**src/rtl/eth_rx_frame.sv**
```systemverilog
// eth_rx_frame -- GMII receive front-end.
// Detects preamble/SFD and parses the 14-byte Ethernet header. Accepts ARP
// (0x0806) and IPv4 (0x0800) frames and forwards their payload through a
// 4-byte delay line, so the FCS never reaches the consumer. At end of frame
// it reports the CRC-32 residue check and the length/error status.
// Optional macro: ETH_RX_MAC_FILTER_EN. When it is defined, frames must be
// addressed to mac_s_addr or to broadcast. When it is undefined, the block is
// promiscuous and only the EtherType filter applies.
module eth_rx_frame (
   input  logic        aclk,
   input  logic        aresetn,
   input  logic [7:0]  gmii_rxd,
   input  logic        gmii_rx_dv,
   input  logic        gmii_rx_er,
   input  logic [47:0] mac_s_addr,
   output logic [47:0] mac_src,
   output logic [15:0] eth_type,
   output logic        arp_rx_start,
   output logic        ip_rx_start,
   output logic [7:0]  payload_data,
   output logic        payload_valid,
   output logic        frame_done,
   output logic        fcs_ok,
   output logic        frame_err
);

   localparam logic [2:0]  ST_WAIT_IDLE = 3'd0;
   localparam logic [2:0]  ST_IDLE      = 3'd1;
   localparam logic [2:0]  ST_PREAMBLE  = 3'd2;
   localparam logic [2:0]  ST_HEADER    = 3'd3;
   localparam logic [2:0]  ST_PAYLOAD   = 3'd4;

   localparam logic [7:0]  PRE_BYTE     = 8'h55;
   localparam logic [7:0]  SFD_BYTE     = 8'hD5;
   localparam logic [15:0] TYPE_ARP     = 16'h0806;
   localparam logic [15:0] TYPE_IPV4    = 16'h0800;
   localparam logic [31:0] CRC_INIT     = 32'hFFFF_FFFF;
   localparam logic [31:0] CRC_RESIDUE  = 32'hDEBB_20E3;
   localparam logic [10:0] LEN_MAX      = 11'd1518;
   localparam logic [10:0] LEN_MIN      = 11'd64;
   localparam logic [10:0] LEN_SAT      = 11'h7FF;
   localparam logic [10:0] HDR_LAST     = 11'd13;

   // Reflected CRC-32 (0xEDB88320 is 0x04C11DB7 bit-reversed), one byte, LSB first
   function automatic logic [31:0] crc32_byte(input logic [31:0] crc, input logic [7:0] data);
      logic [31:0] c;
      c = crc ^ {24'h0, data};
      for (int i = 0; i < 8; i++) begin
         c = c[0] ? ((c >> 1) ^ 32'hEDB8_8320) : (c >> 1);
      end
      return c;
   endfunction

   logic [2:0]       state_q, state_d;
   logic [10:0]      cnt_q, cnt_d;
   logic [31:0]      crc_q, crc_d;
   logic [47:0]      src_shadow_q, src_shadow_d;
   logic [7:0]       type_hi_q, type_hi_d;
   logic [47:0]      mac_src_q, mac_src_d;
   logic [15:0]      eth_type_q, eth_type_d;
   logic             arp_start_q, arp_start_d;
   logic             ip_start_q, ip_start_d;
   logic [7:0]       pay_data_q, pay_data_d;
   logic             pay_valid_q, pay_valid_d;
   logic             done_q, done_d;
   logic             fcs_ok_q, fcs_ok_d;
   logic             err_q, err_d;
   logic             err_acc_q, err_acc_d;

   logic [3:0][7:0]  dly_data_q;
   logic [3:0]       dly_vld_q;
   logic             dly_shift;
   logic             dly_clear;

   logic [10:0]      cnt_inc;
   logic [31:0]      crc_upd;
   logic [15:0]      hdr_type;
   logic             is_arp;
   logic             is_ip;
   logic             dst_ok;

   assign cnt_inc  = (cnt_q == LEN_SAT) ? cnt_q : cnt_q + 11'd1;
   assign crc_upd  = crc32_byte(crc_q, gmii_rxd);
   assign hdr_type = {type_hi_q, gmii_rxd};
   assign is_arp   = (hdr_type == TYPE_ARP);
   assign is_ip    = (hdr_type == TYPE_IPV4);

`ifdef ETH_RX_MAC_FILTER_EN
   logic [47:0] dst_q;

   // Shift in the destination MAC (header bytes 0-5, MSB first)
   always_ff @(posedge aclk or negedge aresetn) begin
      if (!aresetn) begin
         dst_q <= '0;
      end else if (state_q == ST_HEADER && gmii_rx_dv && !gmii_rx_er && cnt_q < 11'd6) begin
         dst_q <= {dst_q[39:0], gmii_rxd};
      end
   end

   assign dst_ok = (dst_q == mac_s_addr) || (dst_q == 48'hFFFF_FFFF_FFFF);
`else
   logic unused_mac_addr;

   assign dst_ok          = 1'b1;
   assign unused_mac_addr = ^mac_s_addr;
`endif

   // Next-state logic: frame FSM, header capture, CRC, length and status
   always_comb begin
      state_d      = state_q;
      cnt_d        = cnt_q;
      crc_d        = crc_q;
      src_shadow_d = src_shadow_q;
      type_hi_d    = type_hi_q;
      mac_src_d    = mac_src_q;
      eth_type_d   = eth_type_q;
      arp_start_d  = 1'b0;
      ip_start_d   = 1'b0;
      pay_data_d   = pay_data_q;
      pay_valid_d  = 1'b0;
      done_d       = 1'b0;
      fcs_ok_d     = 1'b0;
      err_d        = 1'b0;
      err_acc_d    = err_acc_q;
      dly_shift    = 1'b0;
      dly_clear    = 1'b0;

      case (state_q)
         ST_WAIT_IDLE: begin
            // Stay deaf until the line goes idle so a partial frame is never parsed
            if (!gmii_rx_dv) begin
               state_d = ST_IDLE;
            end
         end

         ST_IDLE: begin
            if (gmii_rx_dv) begin
               if (gmii_rxd == PRE_BYTE && !gmii_rx_er) begin
                  state_d = ST_PREAMBLE;
               end else begin
                  state_d = ST_WAIT_IDLE;
               end
            end
         end

         ST_PREAMBLE: begin
            if (!gmii_rx_dv) begin
               state_d = ST_IDLE;
            end else if (gmii_rx_er) begin
               state_d = ST_WAIT_IDLE;
            end else if (gmii_rxd == SFD_BYTE) begin
               state_d = ST_HEADER;
               cnt_d   = '0;
               crc_d   = CRC_INIT;
            end else if (gmii_rxd != PRE_BYTE) begin
               state_d = ST_WAIT_IDLE;
            end
         end

         ST_HEADER: begin
            if (!gmii_rx_dv) begin
               state_d = ST_IDLE;
            end else if (gmii_rx_er) begin
               state_d = ST_WAIT_IDLE;
            end else begin
               cnt_d = cnt_inc;
               crc_d = crc_upd;
               if (cnt_q >= 11'd6 && cnt_q <= 11'd11) begin
                  src_shadow_d = {src_shadow_q[39:0], gmii_rxd};
               end
               if (cnt_q == 11'd12) begin
                  type_hi_d = gmii_rxd;
               end
               if (cnt_q == HDR_LAST) begin
                  if ((is_arp || is_ip) && dst_ok) begin
                     // Commit header fields only now, so a rejected frame
                     // leaves the previous frame's values visible
                     mac_src_d   = src_shadow_q;
                     eth_type_d  = hdr_type;
                     arp_start_d = is_arp;
                     ip_start_d  = is_ip;
                     err_acc_d   = 1'b0;
                     dly_clear   = 1'b1;
                     state_d     = ST_PAYLOAD;
                  end else begin
                     state_d = ST_WAIT_IDLE;
                  end
               end
            end
         end

         ST_PAYLOAD: begin
            if (!gmii_rx_dv) begin
               // The 4 bytes still in the delay line are the FCS and are dropped
               state_d   = ST_IDLE;
               done_d    = 1'b1;
               fcs_ok_d  = (crc_q == CRC_RESIDUE);
               err_d     = err_acc_q || (cnt_q < LEN_MIN);
               dly_clear = 1'b1;
            end else begin
               cnt_d     = cnt_inc;
               crc_d     = crc_upd;
               dly_shift = 1'b1;
               if (cnt_inc > LEN_MAX) begin
                  err_acc_d = 1'b1;
               end else if (dly_vld_q[3]) begin
                  pay_valid_d = 1'b1;
                  pay_data_d  = dly_data_q[3];
               end
               if (gmii_rx_er) begin
                  err_acc_d = 1'b1;
               end
            end
         end

         default: begin
            state_d = ST_WAIT_IDLE;
         end
      endcase
   end

   // State and output registers
   always_ff @(posedge aclk or negedge aresetn) begin
      if (!aresetn) begin
         state_q      <= ST_WAIT_IDLE;
         cnt_q        <= '0;
         crc_q        <= CRC_INIT;
         src_shadow_q <= '0;
         type_hi_q    <= '0;
         mac_src_q    <= '0;
         eth_type_q   <= '0;
         arp_start_q  <= 1'b0;
         ip_start_q   <= 1'b0;
         pay_data_q   <= '0;
         pay_valid_q  <= 1'b0;
         done_q       <= 1'b0;
         fcs_ok_q     <= 1'b0;
         err_q        <= 1'b0;
         err_acc_q    <= 1'b0;
      end else begin
         state_q      <= state_d;
         cnt_q        <= cnt_d;
         crc_q        <= crc_d;
         src_shadow_q <= src_shadow_d;
         type_hi_q    <= type_hi_d;
         mac_src_q    <= mac_src_d;
         eth_type_q   <= eth_type_d;
         arp_start_q  <= arp_start_d;
         ip_start_q   <= ip_start_d;
         pay_data_q   <= pay_data_d;
         pay_valid_q  <= pay_valid_d;
         done_q       <= done_d;
         fcs_ok_q     <= fcs_ok_d;
         err_q        <= err_d;
         err_acc_q    <= err_acc_d;
      end
   end

   // Four-stage payload delay line; stage 3 holds the oldest byte
   always_ff @(posedge aclk or negedge aresetn) begin
      if (!aresetn) begin
         dly_data_q <= '0;
         dly_vld_q  <= '0;
      end else if (dly_clear) begin
         dly_vld_q <= '0;
      end else if (dly_shift) begin
         dly_data_q <= {dly_data_q[2:0], gmii_rxd};
         dly_vld_q  <= {dly_vld_q[2:0], 1'b1};
      end
   end

   assign mac_src       = mac_src_q;
   assign eth_type      = eth_type_q;
   assign arp_rx_start  = arp_start_q;
   assign ip_rx_start   = ip_start_q;
   assign payload_data  = pay_data_q;
   assign payload_valid = pay_valid_q;
   assign frame_done    = done_q;
   assign fcs_ok        = fcs_ok_q;
   assign frame_err     = err_q;

endmodule

```
**config.mk**
```make
export PLATFORM = sky130hd
export DESIGN_NAME = eth_rx_frame
export DESIGN_NICKNAME = d
export VERILOG_FILES = /design/src/rtl/eth_rx_frame.sv
export SDC_FILE = /design/constraint.sdc
export NUM_CORES = 1
export LEC_CHECK = 0
export ABC_CLOCK_PERIOD_IN_PS = 2580
export CORE_ASPECT_RATIO = 0.9
export CORE_MARGIN = 3
export CORE_UTILIZATION = 30
export CTS_CLUSTER_SIZE = 30
export DETAILED_ROUTE_END_ITERATION = 7
export GPL_TIMING_DRIVEN = 0
export PLACE_DENSITY = 0.62
export SYNTH_ARGS = -nofsm -noshare
export SYNTH_HDL_FRONTEND = slang
export SYNTH_SLANG_ARGS = --single-unit
```
**constraint.sdc**
```tcl
create_clock -name aclk -period 2.58 [get_ports aclk]
set_clock_uncertainty 0.05 [all_clocks]
set_input_delay 0.516 -clock aclk [delete_from_list [all_inputs] [get_ports aclk]]
set_output_delay 0.516 -clock aclk [all_outputs]
set_load 0.05 [all_outputs]
```
==> impl_metrics.py, run 1 <==
metrics = {
    "power": {
        "power_frac_comb_pct": 13.7,
        "intPower_uw": 5970,
        "p_leak_uw": 0.00528,
        "p_clk_share_pct": 40.2,
        "p_sw_uw": 2020,
        "peakVddDrop_v": 0.000423,
        "p_per_area_nw_per_um2": 684,
        "seqPwrFrac_pct": 46.1,
        "switching_share_pct": 25.3,
    },
    "clock_network": {
        "cts_buffers": 22,
        "cts_hold_buf": 0,
        "clock_sinks": 217,
        "cts_root_buf": "clkbuf_16",
        "clockBufferDepth": 3,
        "htreeDepth": 1,
        "clk_latency_ns": 0.50,
        "cts_tree": "yes",
        "clk_pin_slew_worst_paths_ns": 0.06,
    },
    "timing": {
        "layout_min_cycle_time_ns": 2.53,
        "fin_crit_sh_pct": 98.0,
        "tightest_slew_ns": 0.857,
        "setup-violations-final": 0,
        "drv_slew": 0,
        "slew_headroom_pct": 42.8,
        "whs_ns": 0.0375,
        "fmax_mhz": 395,
        "hold_violations": 0,
    },
    "critical_path": {
        "cp.required_ns": 2.92,
        "worstSetupStartpointType": "flop",
        "cp-startpoint": "cnt_q[0]",
        "critPathKind": "flop to flop",
        "reg2regPathDepth": 9,
        "r2r_start": "cnt_q[0]",
        "r2r_slack_ns": 0.05,
        "cp_max_fo": 8,
        "endpoint_kind": "flop",
        "cp.arrival_ns": 2.86,
    },
    "logic_synthesis": {
        "synth_top_area_share_pct": 49.2,
        "synth-edff-count": 0,
        "synth-seq-cells": 217,
        "yosysSeqAreaShare_pct": 58.1,
        "yosys.area.top_type": "dfrtp_1",
        "avgSynthCellArea_sq_um": 12.8,
        "synth_area_sq_um": 9420,
        "dominantRegCellSynth": "dfrtp_1",
        "synth_cell_type_count": 52,
        "async_flop_share_pct": 100,
        "yosys-top-cells-area": "dfrtp_1 (49%), mux2_2 (17%), dfstp_2 (8.9%)",
        "syn_inst": 737,
        "yosysWarnings": 0,
        "syn-num-nets": 801,
    },
    "grt": {
        "antenna_found_initial": 0,
        "track_usage_pct": 12.7,
        "grt_overflow": 0,
        "grt_start_max_net_pins": 116,
        "grt_pass1_vias": 6238,
        "grt_pass1_wl_um": 34600,
    },
    "finish": {
        "diodes": 0,
        "area_delta_synth_final_pct": 24.1,
        "drive_above_1_share_pct": 30.7,
        "fin_nets": 913,
        "fin_util_pct": 38.4,
        "final-seq-area_sq_um": 5470,
        "multiInputGateArea_sq_um": 3840,
        "nFillCells": 2900,
    },
    "floorplan": {
        "die_x_um": 193,
        "num_rows": 60,
        "start_util_pct": 31.0,
        "ioPinCount": 138,
        "fp.dieArea_sq_um": 33500,
        "core_area_sq_um": 30400,
        "dieHeight_um": 174,
    },
    "placement": {
        "gp_congestion": 0.841,
        "port_buffers": 86,
        "dp_hpwl_um": 14700,
    },
    "routing": {
        "routed_via_density": 4.81,
        "routedWlPerCell_um": 16.9,
        "dr.pass1.iters": 5,
        "top_layer": "met4",
        "met2_length_um": 9590,
        "drc_errors": 0,
        "wl_um": 21400,
        "vias": 6091,
        "wl_met3_um": 825,
        "detail-route-antenna-nets": 0,
        "drtIter0Drc": 221,
        "drt-met1-wl_um": 10600,
    },
    "outcome": {
        "status": "complete, no violations",
    },
    "worst_hold_path": {
        "hold_class": "input port to asynchronous set/reset pin",
    },
    "flow_run": {
        "max_cap_violations": 0,
    },
}
==> flip-flops by register name (all words and copies together) (netlist names) <==
register / count
src_shadow_q: 48
payload_valid: 1
ip_rx_start: 1
state_q: 3
mac_src: 48
eth_type: 16
dly_data_q: 32
fcs_ok: 1
frame_err: 1
payload_data: 8
dly_vld_q: 4
cnt_q: 11
err_acc_q: 1
arp_rx_start: 1
crc_q: 32
type_hi_q: 8
frame_done: 1
==> layout make-up <==
type                       instances  area share (%)
buffer                            38            1.61
clock buffer                      33            5.76
clock inverter                     6           0.503
inverter                           5           0.161
multi-input combinational        475            32.9
sequential                       217            46.8
tap                              403            4.31
timing repair buffer              90            7.99
==> layout by cell type (no fill, tap or decap), types with 3 or more instances in the layout <==
master / synthesis / final
inv_1: 5 / 5
and3_1: 6 / 6
nor4b_1: 4 / 4
o21ai_0: 16 / 16
nand4b_1: 3 / 3
xnor2_2: 3 / 6
buf_4: 3 / 7
clkdlybuf4s50_1: 0 / 83
dfrtp_1: 185 / 183
dfstp_2: 32 / 32
xnor2_1: 45 / 42
clkbuf_8: 0 / 6
and2_1: 21 / 21
nand3_1: 18 / 18
buf_2: 12 / 11
o211ai_1: 3 / 3
nor3_1: 7 / 5
nand2_1: 21 / 21
clkbuf_16: 0 / 23
a31oi_1: 12 / 12
xor2_1: 22 / 21
nand2b_1: 3 / 3
nand4_1: 7 / 7
a21oi_1: 38 / 38
mux2_2: 145 / 145
clkbuf_2: 1 / 7
clkbuf_1: 21 / 17
o22a_1: 3 / 3
nor2_1: 60 / 58
nor4_1: 9 / 7
==> synth_stat cells (3+ instances only) <==
library cell	instances
mux2_2	145
dfstp_2	32
a31oi_1	12
o21ai_0	16
nand2_1	21
and2_1	21
nand3_1	18
inv_1	5
nand2b_1	3
o22a_1	3
xor2_1	22
and3_1	6
clkbuf_1	21
xnor2_2	3
o211ai_1	3
nor4_1	9
a21oi_1	38
nand4b_1	3
nor4b_1	4
xnor2_1	45
nor2_1	60
buf_1	3
dfrtp_1	185
buf_2	12
nand4_1	7
nor3_1	7
ha_1	4
buf_4	3
==> final timing paths <==
kind	endpoint
min in group aclk	ip_rx_start
worst max register to register	payload_data[6]
worst min register to register	eth_type[15]
max in group asynchronous	crc_q[25]
worst max-delay path	payload_data[6]
worst min-delay path	mac_src[43]
==> metrics by stage <==
step / instance area (sq um) / TNS [ns] / worst slack (ns) / cells / power (uW)
after floorplan: 9420 / 0 / 0.186 / 737 / 4540
after global placement: 10800 / -1789.03 / -8.27 / 1226 / 4800
after detailed placement: 10800 / -92.58 / -1.03 / 1227 / 4820
after CTS: 11600 / 0 / 0.0113 / 1268 / 8080
after global routing: 11700 / -0.201 / -0.0271 / 1267 / 8350
final: 11700 / 0 / 0.0509 / 1267 / 7990
==> per-layer routing <==
metal / vias to the layer above / global-route usage, %
met5: - / 0
met4: 0 / 2.97
met3: 33 / 1.94
met2: 130 / 19.5
met1: 3111 / 18.9
li1: 2817 / -
==> cell families after synthesis <==
logic type | Yosys count | share of synthesized area, %
buf+inv | 45 | 2.09
xor+xnor | 71 | 7.04
mux | 145 | 17.3
simple gates | 165 | 8.94
fa+ha+maj | 5 | 0.638
flops | 217 | 58.1
compound gates | 89 | 5.85
==> repair_timing <==
item,4_1_cts,5_1_grt
pin swaps,1,1
setup buffers,2,1
endpoints found under the setup margin,124,141
resized for setup,10,25
==> power by group through the flow <==
stage                     Sequential (uW)  Clock [uW]  Combinational, uW
after floorplan                      3700           0                832
after global placement               3740           0               1060
after detailed placement             3740           0               1080
after CTS                            3680        3310               1090
after global routing                 3700        3450               1200
final                                3690        3210               1090
==> worst max-delay path, cell delays in order (launching register included) <==
cell	delay [ns]
dfrtp_2	0.45
inv_1	0.14
ha_4	0.22
and3b_1	0.16
maj3_1	0.35
nor2_1	0.13
nor4_2	0.09
a211oi_4	0.30
buf_12	0.18
mux2_2	0.34
No activity file was read; power rests on OpenSTA's default activity.
==> run 2: changes to the inputs <==
- ABC_CLOCK_PERIOD_IN_PS: 2580 -> 2050
- clock period: 2.58 -> 2.05 ns (I/O delays scaled with it)
==> impl_metrics.py, run 2 (synthesis results as in run 1) <==
metrics = {
    "power": {
        "peakVddDrop_v": 0.000594,
        "p_leak_uw": 0.00611,
        "power_uw": 10300,
        "p_per_area_nw_per_um2": 814,
    },
    "timing": {
        "hold_violations": 0,
        "tightest_slew_ns": 0.845,
        "fmax_mhz": 417,
        "slew_headroom_pct": 43.7,
        "setup-violations-final": 80,
        "layout_min_cycle_time_ns": 2.40,
        "drv_slew": 0,
        "whs_ns": 0.189,
        "rsz0062_at_grt": "yes",
        "fin_ws_ns": -0.350,
        "fin_crit_sh_pct": 117,
    },
    "critical_path": {
        "worstSetupStartpointType": "flop",
        "reg2regPathDepth": 9,
        "cp.required_ns": 2.38,
        "endpoint_kind": "flop",
        "r2r_slack_ns": -0.35,
        "critPathKind": "flop to flop",
        "cp_max_fo": 5,
        "r2r-end": "payload_data[3]",
        "cp-endpoint": "payload_data[3]",
        "cp.arrival_ns": 2.73,
        "cp-startpoint": "cnt_q[1]",
        "r2r_start": "cnt_q[1]",
    },
    "finish": {
        "fin_nets": 951,
        "final_cells": 1304,
        "fin_util_pct": 41.5,
        "area_delta_synth_final_pct": 34.1,
        "diodes": 0,
        "drive_above_1_share_pct": 41.1,
        "final_cell_mix": "dfrtp_1 (180), mux2_2 (136), dlygate4sd2_1 (83), nor2_1 (52), xnor2_1 (39)",
        "final_common_cell": "dfrtp_1",
    },
    "placement": {
        "dpl.cell_count": 1227,
        "gp_congestion": 0.843,
        "dp_hpwl_um": 14600,
        "port_buffers": 86,
    },
    "floorplan": {
        "dieHeight_um": 174,
        "ioPinCount": 138,
        "fp.dieArea_sq_um": 33500,
        "start_util_pct": 31.0,
        "die_x_um": 193,
        "core_area_sq_um": 30400,
        "num_rows": 60,
    },
    "clock_network": {
        "htreeDepth": 1,
        "cts_buffers": 22,
        "clock_sinks": 217,
        "clk_pin_slew_worst_paths_ns": 0.06,
        "clk_latency_ns": 0.51,
        "clockBufferDepth": 3,
        "cts_tree": "yes",
        "cts_root_buf": "clkbuf_16",
    },
    "grt": {
        "use_met2_pct": 19.7,
        "antenna_found_initial": 0,
        "grt_pass1_wl_um": 35600,
        "track_usage_pct": 13.1,
        "grt_overflow": 0,
        "grt_start_max_net_pins": 115,
        "grt_pass1_vias": 6262,
        "top_usage_layer": "met1",
        "grt_use_met1_pct": 19.8,
        "use_met3_pct": 2.00,
    },
    "routing": {
        "vias": 6282,
        "routed_via_density": 4.82,
        "routedWlPerCell_um": 17.6,
        "dr.pass1.iters": 5,
        "drc_errors": 0,
        "drtIter0Drc": 438,
        "wl_um": 23000,
        "detail-route-antenna-nets": 0,
    },
    "worst_hold_path": {
        "worstHoldStart": "gmii_rxd[1]",
        "hold_class": "input port to flop",
    },
    "outcome": {
        "status": "complete, but fails checks",
        "violations": "setup timing",
    },
    "flow_run": {
        "max_cap_violations": 0,
    },
}
## run 2: per-stage QoR
step / cell area [sq um] / setup WS (ns) / setup TNS [ns]
finish: 12600 / -0.350 / -16.80
global route: 12600 / -0.423 / -23.92
CTS: 12100 / -0.376 / -3.03
detailed placement: 10900 / -1.23 / -152.78
global placement: 10800 / -8.72 / -1947.75
floorplan: 9460 / -0.292 / -2.29
## run 2: how the worst min path moves through the flow
stage               depth (start not counted)           end  slack, ns
floorplan                                   0  arp_rx_start       0.06
global placement                            1  eth_type[11]       0.40
detailed placement                          1   eth_type[8]       0.42
CTS                                         2   ip_rx_start       0.18
global route                                2   ip_rx_start       0.18
finish                                      2   ip_rx_start       0.19
## run 2: what timing repair did
action	4_1_cts	5_1_grt
resized for setup	180	92
endpoints found under the setup margin	285	184
buffers inserted	23	18
hold buffers	1	0
cloned	1	5
pin swaps	18	26
hold endpoints to repair	85	0
## run 2: routing by layer
metal / wire length (um) / up-vias
li1: - / 2884
met1: 10900 / 3180
met2: 10400 / 178
met3: 1220 / 40
met4: 481 / 0
met5: 0 / -
## run 2: where the power goes
part | total, uW | switching, uW | internal, uW
Combinational | 1520 | 806 | 714
Clock | 4110 | 1640 | 2470
Sequential | 4650 | 156 | 4500
Total | 10300 | 2600 | 7680
## run 2: cell type report
class	count	area, sq um
Buffer	34	355
Clock inverter	8	91.3
Sequential cell	217	5480
Timing Repair Buffer	132	1270
Clock buffer	30	652
Tap cell	403	504
Fill cell	2837	17800
Multi-Input combinational cell	475	4260
Inverter	5	18.8
## run 2: worst max-delay path: stages, from the launching register on
cell and delay (ns):
dfrtp_2 0.45, inv_2 0.11, ha_4 0.21, and3b_1 0.17, maj3_2 0.32, nor2_4 0.11
nor4_4 0.07, a211oi_4 0.26, buf_6 0.21, mux2_4 0.31
